<file path="src/rtl/timer_countdown_sequencer.sv">
// rtl/timer_countdown_sequencer.sv - MM:SS countdown datapath: BCD load/clamp, 1 s prescaler, borrow decrement, LEDR flash
module timer_countdown_sequencer #(
  parameter int TICKS_PER_SEC = 50000000,
  parameter int FLASH_DIV     = 25000000
) (
  input  logic       clk,
  input  logic       reset,
  input  logic       load,
  input  logic [7:0] load_min,
  input  logic [7:0] load_sec,
  input  logic       dec_en,
  input  logic       flash_en,
  output logic [7:0] min_out,
  output logic [7:0] sec_out,
  output logic       tick,
  output logic       time_flat,
  output logic [9:0] ledr,
  output logic [1:0] state
);

  localparam int PW = (TICKS_PER_SEC > 1) ? $clog2(TICKS_PER_SEC) : 1;
  localparam int FW = (FLASH_DIV > 1) ? $clog2(FLASH_DIV) : 1;
  localparam logic [PW-1:0] PMAX = PW'(TICKS_PER_SEC - 1);
  localparam logic [FW-1:0] FMAX = FW'(FLASH_DIV - 1);

  typedef enum logic [1:0] {
    IDLE    = 2'd0,
    RUN     = 2'd1,
    PAUSE   = 2'd2,
    EXPIRED = 2'd3
  } state_t;

  state_t        st, st_nxt;
  logic [PW-1:0] presc, presc_nxt;
  logic [7:0]    min_r, sec_r, min_nxt, sec_nxt;
  logic          tick_nxt;
  logic [15:0]   dec_val;

  logic          flash_on;
  logic [FW-1:0] fcnt;
  logic [9:0]    ledr_r;

  function automatic logic [3:0] clamp_digit(input logic [3:0] d, input logic [3:0] lim);
    return (d > lim) ? lim : d;
  endfunction

  // {min, sec} minus one second with cascaded BCD borrow; caller never passes 00:00
  function automatic logic [15:0] bcd_dec(input logic [15:0] t);
    logic [3:0] m_t, m_o, s_t, s_o;
    {m_t, m_o, s_t, s_o} = t;
    if (s_o != 4'd0) begin
      s_o = s_o - 4'd1;
    end else begin
      s_o = 4'd9;
      if (s_t != 4'd0) begin
        s_t = s_t - 4'd1;
      end else begin
        s_t = 4'd5;
        if (m_o != 4'd0) begin
          m_o = m_o - 4'd1;
        end else begin
          m_o = 4'd9;
          m_t = m_t - 4'd1;
        end
      end
    end
    return {m_t, m_o, s_t, s_o};
  endfunction

  assign time_flat = (min_r == 8'h00) && (sec_r == 8'h00);
  assign dec_val   = bcd_dec({min_r, sec_r});

  always_ff @(posedge clk or negedge reset) begin
    if (!reset) begin
      st    <= IDLE;
      presc <= '0;
      min_r <= 8'h00;
      sec_r <= 8'h00;
      tick  <= 1'b0;
    end else begin
      st    <= st_nxt;
      presc <= presc_nxt;
      min_r <= min_nxt;
      sec_r <= sec_nxt;
      tick  <= tick_nxt;
    end
  end

  always_comb begin
    st_nxt    = st;
    presc_nxt = presc;
    min_nxt   = min_r;
    sec_nxt   = sec_r;
    tick_nxt  = 1'b0;
    if (load) begin
      min_nxt   = {clamp_digit(load_min[7:4], 4'd9), clamp_digit(load_min[3:0], 4'd9)};
      sec_nxt   = {clamp_digit(load_sec[7:4], 4'd5), clamp_digit(load_sec[3:0], 4'd9)};
      presc_nxt = '0;
      st_nxt    = IDLE;
    end else begin
      case (st)
        IDLE: begin
          if (dec_en) begin
            if (time_flat) begin
              st_nxt = EXPIRED;
            end else begin
              st_nxt    = RUN;
              presc_nxt = '0;
            end
          end
        end
        RUN: begin
          // dropping dec_en freezes the prescaler, even on the wrap cycle
          if (!dec_en) begin
            st_nxt = PAUSE;
          end else if (presc == PMAX) begin
            presc_nxt = '0;
            if (time_flat) begin
              st_nxt = EXPIRED;
            end else begin
              {min_nxt, sec_nxt} = dec_val;
              tick_nxt           = 1'b1;
              if (dec_val == 16'h0000) st_nxt = EXPIRED;
            end
          end else begin
            presc_nxt = presc + PW'(1);
          end
        end
        PAUSE: begin
          if (dec_en) st_nxt = RUN;
        end
        EXPIRED: begin
          st_nxt = EXPIRED;
        end
      endcase
    end
  end

  // flash_on marks the first enabled edge so the pattern always starts lit
  always_ff @(posedge clk or negedge reset) begin
    if (!reset) begin
      flash_on <= 1'b0;
      fcnt     <= '0;
      ledr_r   <= 10'h000;
    end else if (!flash_en) begin
      flash_on <= 1'b0;
      fcnt     <= '0;
      ledr_r   <= 10'h000;
    end else if (!flash_on) begin
      flash_on <= 1'b1;
      fcnt     <= '0;
      ledr_r   <= 10'h3FF;
    end else if (fcnt == FMAX) begin
      fcnt   <= '0;
      ledr_r <= ~ledr_r;
    end else begin
      fcnt <= fcnt + FW'(1);
    end
  end

  assign min_out = min_r;
  assign sec_out = sec_r;
  assign ledr    = ledr_r;
  assign state   = st;

endmodule

</file>
<file path="config.mk">
export PLATFORM = sky130hd
export DESIGN_NAME = timer_countdown_sequencer
export DESIGN_NICKNAME = d
export VERILOG_FILES = /design/src/rtl/timer_countdown_sequencer.sv
export SDC_FILE = /design/constraint.sdc
export NUM_CORES = 1
export LEC_CHECK = 0
export ABC_AREA = 1
export CAP_MARGIN = 20
export CORE_UTILIZATION = 52
export DETAILED_ROUTE_END_ITERATION = 8
export PLACE_DENSITY = 0.76
export SYNTH_ARGS = -nofsm -noshare
export SYNTH_HDL_FRONTEND = slang
export SYNTH_SLANG_ARGS = --single-unit
</file>
<file path="constraint.sdc">
create_clock -name clk -period 1.8 [get_ports clk]
set_input_delay 0.36 -clock clk [delete_from_list [all_inputs] [get_ports clk]]
set_output_delay 0.36 -clock clk [all_outputs]
set_load 0.03 [all_outputs]
</file>
==> metrics, run 1 <==
status finished, violations left; clk root buf clkbuf_8; CTS tree yes; Setup CP Type reg2reg; critical path required time just over 2000 ps; CTS Sinks between 80 and 90; Final Instance Count excl. Fillers 951; crit path time final ~2100 ps; Pins Over Slew Limit 0; WP data arrival approximately 2400 ps; vias post-DR roughly 5.5k; CP endpoint kind flop; Reg clk slew, reported paths approximately 90 ps; Clock Path Buffers 2; highest metal layer with signal wires met4; Final Setup Violations ~80; fin nets 863; clock skew around 9.2 ps; Num CTS Buffers 9; asr flop ratio synth 1.00; final wirelength 16500 um; Die ar. approximately 9600 um^2; leak pwr roughly 3.4 nW; initial detailed-routing violation count around 410; Routed Antenna Nets 0; M1 wire length roughly 6300 um; failing checks design-rule violations, negative setup slack; synthesized area 4790 um^2; worst slew pin tran ~450 ps; vias in the first global route ~5.4k; hold_buf cts 0; DR DRC count 2; setup TNS -14390 ps; worst hold path type in2async; Core Footprint approximately 8800 um^2; Die X around 100 um; met2 WL approximately 8400 um; Max Cap Violations 0; initial core utilization 0.544; Fin. Hold Viols 0; first-pass GRT wire length about 24000 um; Port Buf Inserts 50; dpl hpwl just over 9000 um; #FFs+latches synth between 80 and 90; Avg Inst Size Synth roughly 7.3 um^2; RD Place Congestion between 0.9 and 1; iteration count of the initial detailed-routing pass 9; post-synth cell types between 40 and 50; die height ~100 um; placed cell count ~900; # diodes 0; post-synthesis sequential area ratio 0.423; Congestion Overflow GR 0; WL met3 ~1100 um; drt wl/cell between 15 and 20 um; commonest cells after routing, fill and taps aside nand2_1 (125), buf_4 (113), inv_1 (71), dfrtp_1 (71), nor2_1 (67); pin count of the biggest net entering global routing between 80 and 90; initial antenna violation count 0; pwr/cell area 635 nW/um^2; EDFF count, synth 0; Peak supply drop 0.538 mV; RSZ-0062 raised after global routing true; Tot Pwr between 4 and 5 mW; Max Fclk 468 MHz; Primary FF master, synth dfrtp_1; yosys warns 0; Synth-to-Final Area Change 52.9%; min setup slack post-route -335 ps; Skew-Pair Late Insertion Delay roughly 360 ps; relative slew slack 0.698; layout cell share with drive strength beyond 1 0.353; Via-to-Cell Ratio 5.82; Final Util 0.831; Tot GR Track Use 0.310; Crit Path Max Fanout 5; cells after synthesis about 660; Mapped Nets between 600 and 700; commonest non-fill, non-tap cell in the layout nand2_1; final worst-path cycle share 1.19; Core Rows 34; kind of start point of the critical path flop; num ports 51; H-tree Lvls 3
[through the flow]
| step | worst slack [ps] | area [um^2] | hold slack [ps] |
|---|---|---|---|
| floorplan | -363 | 4930 | 64.4 |
| global placement | -220 | 6240 | 422 |
| detailed placement | -294 | 6240 | 416 |
| CTS | -126 | 6830 | 22.3 |
| global route | -416 | 7320 | 36.4 |
| finish | -335 | 7320 | 4.01 |
[critical path, stage by stage (launching register included)]
cell and delay [ps]:
dfrtp_2 430, nor2_2 130, inv_1 80, nor2_2 170, nand2_4 90, nor2_4 120
nand2_2 90, o21ai_4 260, buf_4 170, buf_6 110, buf_4 150, nand2_1 90
o21ai_0 130
[worst paths after layout]
path                       slack [ps]    endpoint  depth (start not counted)       start
max reg2reg                      -340   presc[12]                         12  min_out[0]
min                                 4  min_out[4]                          2       reset
max in group asynchronous        1420  sec_out[5]                          2       reset
min in group clk                  520     ledr[6]                          2     ledr[6]
max                              -340   presc[12]                         12  min_out[0]
min reg2reg                       520     ledr[6]                          2     ledr[6]
[logic make-up after synthesis]
logic type | Yosys count | synth area share
and+or+nand+nor | 379 | 0.361
buffers and inverters | 94 | 0.0795
AOI/OAI and AO/OA | 85 | 0.100
DFF | 81 | 0.423
xor gates and xnor gates | 14 | 0.0256
adders and majority gates | 4 | 0.0105
[timing repair]
item | in CTS | in global routing
buffers inserted | 15 | 16
resized for setup | 84 | 87
cloned | 3 | 4
hold endpoints to repair | 0 | 0
setup endpoints to repair | 95 | 85
pin swaps | 34 | 32
[cell usage after synthesis (4+ instances only)]
cell	instances	area [um^2]
nand2_1	152	571
nor2_1	87	327
dfrtp_1	81	2030
inv_1	75	282
nand3_1	61	305
o21ai_0	42	210
nor3_1	31	155
a21oi_1	29	145
nand4_1	15	93.8
xor2_1	11	96.3
buf_2	5	25.0
clkbuf_1	5	18.8
nor2_2	5	31.3
ha_1	4	50.1
nor3b_1	4	30.0
nor4_1	4	25.0
[where the power goes]
group / switching [mW] / internal, mW / leakage [nW]
logic: 0.677 / 0.476 / 2.23
registers: 0.0603 / 1.89 / 1.07
clock network: 0.744 / 0.799 / 0.112
total: 1.48 / 3.17 / 3.42
[routing by layer]
layer / up-vias / global-route usage
met4: 0 / 0.129
met2: 298 / 0.566
met3: 93 / 0.0508
met1: 2627 / 0.360
met5: - / 0
li1: 2520 / -
[area by class of cell]
class	instances	area, um^2
well taps	108	135
fillers	521	1490
flip-flops and latches	81	2040
repair buffers	183	1660
clock inverters	7	101
inverters	79	307
multi-input cells	483	2950
clock buffers	9	124
repair inverters	1	7.51
[registers in the layout, indices dropped and copies added, names as in the netlist]
signal	flops
presc	26
fcnt	25
ledr	10
min_out	8
sec_out	8
state	2
flash_on	1
tick	1
Note: power is estimated with default switching activity, not from simulation.
==> inputs of run 2 (changes only) <==
- CELL_PAD_IN_SITES_DETAIL_PLACEMENT: not set -> 1
- CELL_PAD_IN_SITES_GLOBAL_PLACEMENT: not set -> 2
- CORE_UTILIZATION: 52 -> 29
- PLACE_DENSITY: 0.76 -> 0.72
==> run 2 against run 1 <==
Highest routed layer unchanged. Sequential cell count unchanged. The run ends with negative hold slack, negative setup slack left. Fmax increased by 6.5%. Final cell count increased by 13%. Critical path type unchanged. Hold slack got worse by 6.2 ps. Sequential power about the same. Clock power increased by 26%.
==> metrics, run 2 (synthesis results as in run 1) <==
CTS tree yes; Num CTS Buffers 9; CTS Sinks 81; Core Footprint 16000 um^2; Congestion Overflow GR 0; vias post-DR between 5k and 6k; leak pwr 3.59 nW; kind of start point of the critical path flop; Critical-path top delay cell dfrtp_1; Setup CP Type reg2reg; Skew-Pair Late Insertion Delay roughly 350 ps; reg2reg end fcnt[20]; Port Buf Inserts 50; Biggest register presc; Routed Antenna Nets 0; commonest cells after routing, fill and taps aside buf_4 (119), nand2_1 (115), dfrtp_1 (71); worst slew pin tran ~530 ps; initial antenna violation count 0; clk root buf clkbuf_16; most used cell, CP nor2_4; Fin. Hold Viols 1; pin count of the biggest net entering global routing between 80 and 90; fin nets roughly 900; Die X about 130 um; Pins Over Slew Limit 0; status finished, violations left; placed instance area 6480 um^2; final worst-path cycle share 1.11; RSZ-0062 raised after global routing true; min setup slack post-route -205 ps; Critical Path Max Stage Delay 360 ps; worst hold path type in2async; initial core utilization 0.299; H-tree Lvls 3; reg2reg start fcnt[1]; Final Util 0.494; hold_buf cts 0; die height ~130 um; Final Instance Count excl. Fillers about 1.1k; Peak supply drop between 0.5 and 0.6 mV; DP Worst Slack -342 ps; drt wl/cell around 16 um; worst setup path startpoint fcnt[1]; placed cell count just over 1k; Tot GR Track Use 0.212; CP endpoint kind flop; Tot Pwr about 5.1 mW; Final Cell Area 7910 um^2; Final Setup Violations between 70 and 80; Synth-to-Final Area Change 65.2%; crit path time final 2000 ps; # diodes 0; failing checks negative hold slack, negative setup slack; Reg clk slew, reported paths roughly 60 ps; Clock Path Buffers 2; num ports 51; dpl hpwl roughly 11000 um; RD Place Congestion slightly above 0.8; pwr/cell area 640 nW/um^2; crit-path cells ha_2 -> nand2_2 -> inv_2 -> nand3_4 -> nor2_4 -> nand4_1 -> o31ai_4 -> buf_6 -> nor2_4 -> buf_4 -> o21ai_2 -> a21oi_2; R2R cell count 12; clock skew between 8 and 9 ps; initial detailed-routing violation count between 150 and 200; Die ar. 17000 um^2; R2R setup slack -200 ps; final wirelength 17400 um; iteration count of the initial detailed-routing pass 4; Max Cap Violations 0; crit path to fcnt[20]; vias in the first global route between 5k and 6k; commonest non-fill, non-tap cell in the layout buf_4; DR DRC count 0; critical path required time between 2000 and 2500 ps; Crit Path Max Fanout 8; WP data arrival approximately 2200 ps; hold slack final -2.18 ps; Core Rows between 40 and 50; Max Fclk about 500 MHz; first-pass GRT wire length approximately 28000 um; number of flip-flops in the largest register 26; relative slew slack 0.644; Via-to-Cell Ratio roughly 4.9; layout cell share with drive strength beyond 1 0.405
-- run 2: changes by cell type in the layout (fill, tap and decap cells not counted), moves of 8 or more --
cell	change
clkbuf_8	-8
clkbuf_16	+8
nor3_1	-8
nand2_1	-10
-- run 2: what timing repair did --
| item | 4_1_cts | 5_1_grt |
|---|---|---|
| buffers inserted | 30 | 9 |
| gates cloned | 5 | 3 |
| gates resized for setup | 82 | 152 |
| endpoints found under the setup margin | 90 | 82 |
| pin swaps | 28 | 48 |
-- run 2: final cells by class --
cell class                      instances  area (um^2)
Clock inverter                          5         63.8
Fill cell                            1940         8090
Timing Repair inverter                  2         27.5
Inverter                               79          309
Timing Repair Buffer                  196         1830
Clock buffer                           11          243
Tap cell                              216          270
Multi-Input combinational cell        483         3130
Sequential cell                        81         2040
-- run 2: critical path, delay by kind of cell, from the launching register on --
| family | cells | cell delay, ps |
|---|---|---|
| fa+ha+maj | 1 | 190 |
| buf+inv | 3 | 430 |
| simple gates | 5 | 520 |
| flops | 1 | 360 |
| compound gates | 3 | 370 |
-- run 2: layer usage --
metal  track usage  vias to the layer above  routed length, um
li1              -                     2546                  -
met1         0.248                     2625               7420
met2         0.403                       43               9550
met3        0.0301                        7                303
met4        0.0534                        0                142
met5             0                        -                  0
-- run 2: report_power, final --
group | leakage, nW | switching (mW) | internal [mW]
sequential | 1.07 | 0.0615 | 1.90
combinational | 2.38 | 0.673 | 0.490
clock | 0.146 | 0.814 | 1.12
total | 3.59 | 1.55 | 3.51
-- run 2: worst min-delay path by stage --
stage,from,endpoint,slack [ps],cells after the start
global placement,reset,min_out[2],430,2
detailed placement,reset,min_out[2],440,2
finish,reset,min_out[2],-2,2
global route,reset,min_out[2],80,2
CTS,reset,min_out[2],70,2
floorplan,reset,fcnt[0],60,0
-- run 2: metrics by stage --
stage / hold WS, ps / TNS [ps]
after floorplan: 64.4 / -11180
after global placement: 434 / -8820
after detailed placement: 440 / -12600
after CTS: 66.6 / -4270
after global routing: 84.7 / -14950
final: -2.18 / -6840
